[src/rtl/rptr_empty_if.sv]
// Read-port bundle for the FIFO read-pointer/empty controller: consumer
// request, synchronized write pointer, storage address and status flags.
interface rptr_empty_if #(
    parameter int ADDRSIZE = 8
);
    logic                rinc;
    logic [ADDRSIZE:0]   rq2_wptr;
    logic                err_clr;
    logic [ADDRSIZE-1:0] raddr;
    logic [ADDRSIZE:0]   rptr;
    logic                rempty;
    logic                rempty_almost;
    logic [ADDRSIZE:0]   rlevel;
    logic                rd_fire;
    logic                fifo_error_r;
    logic                underflow_sticky;

    modport master (
        output rinc, rq2_wptr, err_clr,
        input  raddr, rptr, rempty, rempty_almost, rlevel,
               rd_fire, fifo_error_r, underflow_sticky
    );

    modport slave (
        input  rinc, rq2_wptr, err_clr,
        output raddr, rptr, rempty, rempty_almost, rlevel,
               rd_fire, fifo_error_r, underflow_sticky
    );
endinterface

[src/rtl/rptr_empty_ctrl.sv]
// Read-domain pointer and empty/almost-empty/level/underflow controller for an
// asynchronous FIFO; rptr is the Gray pointer handed to the write-domain sync.
module rptr_empty_ctrl #(
    parameter int ADDRSIZE      = 8,
    parameter int AEMPTY_THRESH = 2
) (
    input  logic         rclk,
    input  logic         rrst,
    rptr_empty_if.slave  rif
);
    localparam int PW = ADDRSIZE + 1;

    logic [PW-1:0] rbin_q,   rbin_d;
    logic [PW-1:0] rgray_q,  rgray_d;
    logic [PW-1:0] rlevel_q, rlevel_d;
    logic          rempty_q, rempty_d;
    logic          ralmost_q, ralmost_d;
    logic          sticky_q, sticky_d;
    logic [PW-1:0] rwbin;
    logic          rd_fire;
    logic          fifo_err;

    always_comb begin
        rd_fire  = rif.rinc & ~rempty_q;
        fifo_err = rif.rinc & rempty_q & ~rrst;

        rbin_d  = rbin_q + {{(PW-1){1'b0}}, rd_fire};
        rgray_d = (rbin_d >> 1) ^ rbin_d;

        // Gray-to-binary: each bit is the XOR of itself and all bits above it
        rwbin = '0;
        for (int i = 0; i < PW; i++) begin
            rwbin[i] = ^(rif.rq2_wptr >> i);
        end

        rlevel_d  = rwbin - rbin_d;
        rempty_d  = (rgray_d == rif.rq2_wptr);
        ralmost_d = (rlevel_d <= PW'(AEMPTY_THRESH));

        // A new underflow takes priority over a clear in the same cycle
        sticky_d = sticky_q;
        if (fifo_err) begin
            sticky_d = 1'b1;
        end else if (rif.err_clr) begin
            sticky_d = 1'b0;
        end
    end

    always_ff @(posedge rclk) begin
        if (rrst) begin
            rbin_q    <= '0;
            rgray_q   <= '0;
            rlevel_q  <= '0;
            rempty_q  <= 1'b1;
            ralmost_q <= 1'b1;
            sticky_q  <= 1'b0;
        end else begin
            rbin_q    <= rbin_d;
            rgray_q   <= rgray_d;
            rlevel_q  <= rlevel_d;
            rempty_q  <= rempty_d;
            ralmost_q <= ralmost_d;
            sticky_q  <= sticky_d;
        end
    end

    assign rif.raddr            = rbin_q[ADDRSIZE-1:0];
    assign rif.rptr             = rgray_q;
    assign rif.rempty           = rempty_q;
    assign rif.rempty_almost    = ralmost_q;
    assign rif.rlevel           = rlevel_q;
    assign rif.rd_fire          = rd_fire;
    assign rif.fifo_error_r     = fifo_err;
    assign rif.underflow_sticky = sticky_q;
endmodule

[src/flat_wrapper.sv]
// flat-port wrapper written by rule: the top's interface ports become plain ports
module rptr_empty_ctrl_flat 
#(
    parameter int ADDRSIZE      = 8,
    parameter int AEMPTY_THRESH = 2
)
  (rclk, rrst, rif_rinc, rif_rq2_wptr, rif_err_clr, rif_raddr, rif_rptr, rif_rempty, rif_rempty_almost, rif_rlevel, rif_rd_fire, rif_fifo_error_r, rif_underflow_sticky);
  rptr_empty_if #(.ADDRSIZE(ADDRSIZE)) rif_i ();
  input  logic rclk;
  input  logic rrst;
  input wire logic [$bits(rif_i.rinc)-1:0] rif_rinc;
  input wire logic [$bits(rif_i.rq2_wptr)-1:0] rif_rq2_wptr;
  input wire logic [$bits(rif_i.err_clr)-1:0] rif_err_clr;
  output wire logic [$bits(rif_i.raddr)-1:0] rif_raddr;
  output wire logic [$bits(rif_i.rptr)-1:0] rif_rptr;
  output wire logic [$bits(rif_i.rempty)-1:0] rif_rempty;
  output wire logic [$bits(rif_i.rempty_almost)-1:0] rif_rempty_almost;
  output wire logic [$bits(rif_i.rlevel)-1:0] rif_rlevel;
  output wire logic [$bits(rif_i.rd_fire)-1:0] rif_rd_fire;
  output wire logic [$bits(rif_i.fifo_error_r)-1:0] rif_fifo_error_r;
  output wire logic [$bits(rif_i.underflow_sticky)-1:0] rif_underflow_sticky;
  assign rif_i.rinc = rif_rinc;
  assign rif_i.rq2_wptr = rif_rq2_wptr;
  assign rif_i.err_clr = rif_err_clr;
  assign rif_raddr = rif_i.raddr;
  assign rif_rptr = rif_i.rptr;
  assign rif_rempty = rif_i.rempty;
  assign rif_rempty_almost = rif_i.rempty_almost;
  assign rif_rlevel = rif_i.rlevel;
  assign rif_rd_fire = rif_i.rd_fire;
  assign rif_fifo_error_r = rif_i.fifo_error_r;
  assign rif_underflow_sticky = rif_i.underflow_sticky;
  rptr_empty_ctrl #(.ADDRSIZE(ADDRSIZE), .AEMPTY_THRESH(AEMPTY_THRESH)) u_core (.rclk(rclk), .rrst(rrst), .rif(rif_i));
endmodule
[config.mk]
export PLATFORM = sky130hd
export DESIGN_NAME = rptr_empty_ctrl_flat
export DESIGN_NICKNAME = d
export VERILOG_FILES = /design/src/rtl/rptr_empty_if.sv /design/src/rtl/rptr_empty_ctrl.sv /design/src/flat_wrapper.sv
export SDC_FILE = /design/constraint.sdc
export NUM_CORES = 1
export LEC_CHECK = 0
export ABC_AREA = 1
export CORE_UTILIZATION = 40
export CTS_BUF_LIST = sky130_fd_sc_hd__clkbuf_8
export DETAILED_ROUTE_END_ITERATION = 10
export PLACE_DENSITY = 0.67
export SYNTH_ARGS = -nofsm -noshare
export SYNTH_HDL_FRONTEND = slang
export SYNTH_SLANG_ARGS = --single-unit
[constraint.sdc]
create_clock -name rclk -period 3.7 [get_ports rclk]
set_clock_uncertainty 0.15 [all_clocks]
set_input_delay 0.74 -clock rclk [delete_from_list [all_inputs] [get_ports rclk]]
set_output_delay 0.74 -clock rclk [all_outputs]
set_load 0.05 [all_outputs]
==> summary.md <==
| Metric | Value |
|---|---|
| CP required | `3.73 ns` |
| Max Fclk | `between 200 and 300 MHz` |
| Reg2reg path depth | `14` |
| Fill cell count | `between 300 and 400` |
| Synth Warn # | `0` |
| Crit end category | `flip-flop` |
| Power Density | `between 300 and 400 nW/um2` |
| Largest net degree at the start of global routing | `24` |
| Final Net Count | `334` |
| Synthesized cell area | `1740 um2` |
| Die area | `roughly 4600 um2` |
| Critical path startpoint | `rif_rinc` |
| Finish-stage setup viols | `0` |
| Hold Path Class | `reg -> reg` |
| Clock buffers created by TritonCTS | `5` |
| First-pass GRT wire length | `6.75 mm` |
| Leading area contributor after synthesis | `dfxtp_1` |
| Top-count cell post-synth | `nand2_1` |
| Arrival @ worst endpoint | `roughly 3.5 ns` |
| Vert. Die Dim | `between 60 and 70 um` |
| # clock sinks | `29` |
| EDFF count, synth | `0` |
| Status | `finished, final reports clean` |
| Slew of the pin with the lowest slew margin | `slightly above 0.5 ns` |
| Synth top area share | `0.334` |
| Post-synth top cells | `nand2_1 (63), inv_1 (32), dfxtp_1 (29)` |
| Placer Congestion | `about 0.9` |
| FP Rows | `23` |
| Starting density of the core | `0.426` |
| Diodes inserted | `0` |
| DPL Wire Length | `~3.2 mm` |
| Share of cells above drive strength 1 | `0.144` |
| Root Driver | `clkbuf_8` |
| H-tree levels | `2` |
| Detailed Route Iter0 Violations | `64` |
| RR Startpoint | `u_core.rif.rempty$_SDFF_PP1_` |
| Core area | `4090 um2` |
| Clock transition at path regs | `~0.07 ns` |
| Wirelength per Cell | `approximately 11 um` |
| Post-Syn Nets | `between 200 and 300` |
| Number of port buffers | `between 40 and 50` |
| Pins over their slew limit | `0` |
| Critical path class | `in -> reg` |
| Vias in the first global route | `between 1500 and 2000` |
| Largest cells by area after synthesis | `dfxtp_1 (33%), nand2_1 (14%), xor2_1 (9.1%)` |
| Asr flop ratio synth | `0` |
| CTS tree | `built` |
| Synthesized flop and latch total | `29` |
| Netlist cell types | `25` |
| Main flop type after synthesis | `dfxtp_1` |
| Max-capacitance violation count | `0` |
| RSZ-0062 raised after global routing | `false` |
| Clk buf depth | `2` |
| Hold path start | `u_core.rif.underflow_sticky$_SDFFE_PP0P_` |
| Cells after synthesis | `244` |
| Worst skew pair latency | `~0.29 ns` |
| Routed Antenna Nets | `0` |
| Vias post-DR | `roughly 1700` |
| Final WL | `roughly 4.0 mm` |
| First-pass DRT Iterations | `4` |
| Ports | `44` |
| Final Cycle Share | `0.925` |
| Type of origin of the critical path | `input pin` |
| CP Capture Point | `u_core.rif.rempty_almost$_SDFF_PP1_` |
| Pleak | `1.24 nW` |
| DRC | `0` |
| Grt ovf | `0` |
| Final Util | `0.611` |
| Reg-to-reg endpoint | `u_core.rif.rempty_almost$_SDFF_PP1_` |
| R2R Setup Slk | `~0.91 ns` |
| Crit path time final | `~3.4 ns` |
| Register area share after synthesis | `0.334` |
| Vias per inst | `4.62` |
| Synthesized area per cell | `roughly 7.1 um2` |
| Initial antenna violation count | `0` |
| Slew HR | `0.657` |
| Synthesis-to-layout area growth | `43.3%` |
| Tot GR Track Use | `0.202` |
| Worst-path fanout max | `4` |
| Hold_ws | `0.322 ns` |
| Peak supply drop | `around 0.2 mV` |
| Die X | `68.0 um` |
| Final Hold Vio Count | `0` |
## worst min path at each step
stage | to | slack, ns | depth (start not counted)
after floorplan | u_core.rif.underflow_sticky$_SDFFE_PP0P_ | 0.53 | 2
after global placement | u_core.rif.underflow_sticky$_SDFFE_PP0P_ | 0.31 | 2
after detailed placement | u_core.rif.underflow_sticky$_SDFFE_PP0P_ | 0.32 | 2
after CTS | u_core.rif.underflow_sticky$_SDFFE_PP0P_ | 0.33 | 2
after global routing | u_core.rif.underflow_sticky$_SDFFE_PP0P_ | 0.35 | 2
final | u_core.rif.underflow_sticky$_SDFFE_PP0P_ | 0.32 | 2
## report_power, final
part           total [mW]  internal, mW  leakage (nW)  switching [mW]
logic               0.385         0.148         0.963           0.237
clock network       0.261         0.129        0.0439           0.131
registers           0.345         0.338         0.237         0.00708
total               0.991         0.615          1.24           0.376
## sequential cells by signal (all words and copies together) (netlist names)
register	flops
u_core.rif.rempty_almost	1
u_core.rif.rempty	1
u_core.rif.rptr	9
u_core.rif.underflow_sticky	1
u_core.rbin_q	8
u_core.rif.rlevel	9
## area by class of cell
type / count / area [um2] / share of cell area
well taps: 50 / 62.6 / 0.0251
multi-input cells: 178 / 1030 / 0.414
flip-flops and latches: 29 / 581 / 0.233
inverters: 35 / 131 / 0.0527
clock inverters: 3 / 17.5 / 0.00702
clock buffers: 5 / 68.8 / 0.0276
repair buffers: 63 / 601 / 0.241
## routing by layer
layer	vias to the layer above	share of wire	GRT usage
met1	733	0.47	0.242
met2	44	0.46	0.338
li1	890	-	-
met4	0	0.024	0.102
met3	10	0.048	0.0417
met5	-	0	0
## cell families after synthesis
group,share of synthesized area
AND/OR/NAND/NOR,0.307
adder cells (fa/ha/maj),0.0690
AO/OA/AOI/OAI,0.0482
flip-flops,0.334
XOR/XNOR,0.162
buffers and inverters,0.0798
## worst max-delay path, stage by stage
cell             delay, ns
clkdlybuf4s50_1       0.48
inv_1                 0.05
nor2_2                0.10
ha_1                  0.20
ha_1                  0.24
nand3_1               0.13
nor2_1                0.17
nand2_1               0.11
xor2_2                0.17
ha_1                  0.35
nand2_1               0.07
inv_1                 0.04
a21boi_0              0.23
a21oi_1               0.11
nor2_1                0.17
nor2_1                0.07
## timing repair
action                                  in CTS  in global routing
gates resized for setup                      0                  6
buffers inserted                             0                  0
hold buffers                                 0                  0
endpoints found under the setup margin       0                  1
## stage by stage
| stage | instances | power (mW) | instance area, um2 | setup TNS [ns] | worst slack [ns] |
|---|---|---|---|---|---|
| floorplan | 244 | 0.609 | 1740 | 0 | 0.210 |
| global placement | 355 | 0.730 | 2390 | -0.0360 | -0.0360 |
| detailed placement | 355 | 0.735 | 2390 | -0.114 | -0.114 |
| CTS | 363 | 1.00 | 2470 | 0 | 0.181 |
| global route | 363 | 1.06 | 2490 | 0 | 0.00910 |
| finish | 363 | 0.991 | 2490 | 0 | 0.279 |
## placed cells by master, fill, tap and decap left out
| cell type | synthesis | layout |
|---|---|---|
| nand4_1 | 3 | 3 |
| clkinv_2 | 0 | 2 |
| or2_2 | 1 | 1 |
| a21boi_0 | 1 | 1 |
| xor2_2 | 3 | 4 |
| xor2_1 | 18 | 17 |
| a21o_1 | 1 | 1 |
| nor2_2 | 0 | 1 |
| buf_12 | 0 | 1 |
| o211ai_1 | 1 | 1 |
| buf_4 | 0 | 20 |
| inv_2 | 3 | 3 |
| xnor2_2 | 2 | 2 |
| a21oi_1 | 8 | 8 |
| nand3_1 | 26 | 26 |
| dfxtp_1 | 29 | 29 |
| nand3_2 | 2 | 2 |
| clkdlybuf4s50_1 | 0 | 38 |
| clkbuf_8 | 0 | 5 |
| inv_1 | 32 | 32 |
| xnor2_1 | 5 | 5 |
| nor3_1 | 1 | 1 |
| ha_1 | 8 | 8 |
| nand2_1 | 63 | 62 |
| a31oi_1 | 1 | 1 |
| nand2_2 | 2 | 3 |
| o21ai_1 | 2 | 2 |
| dlymetal6s2s_1 | 0 | 4 |
| o21ai_0 | 1 | 1 |
| fa_1 | 1 | 1 |
| clkinvlp_4 | 0 | 1 |
| nor2_1 | 28 | 27 |
Power figures use the tool's default switching activity.
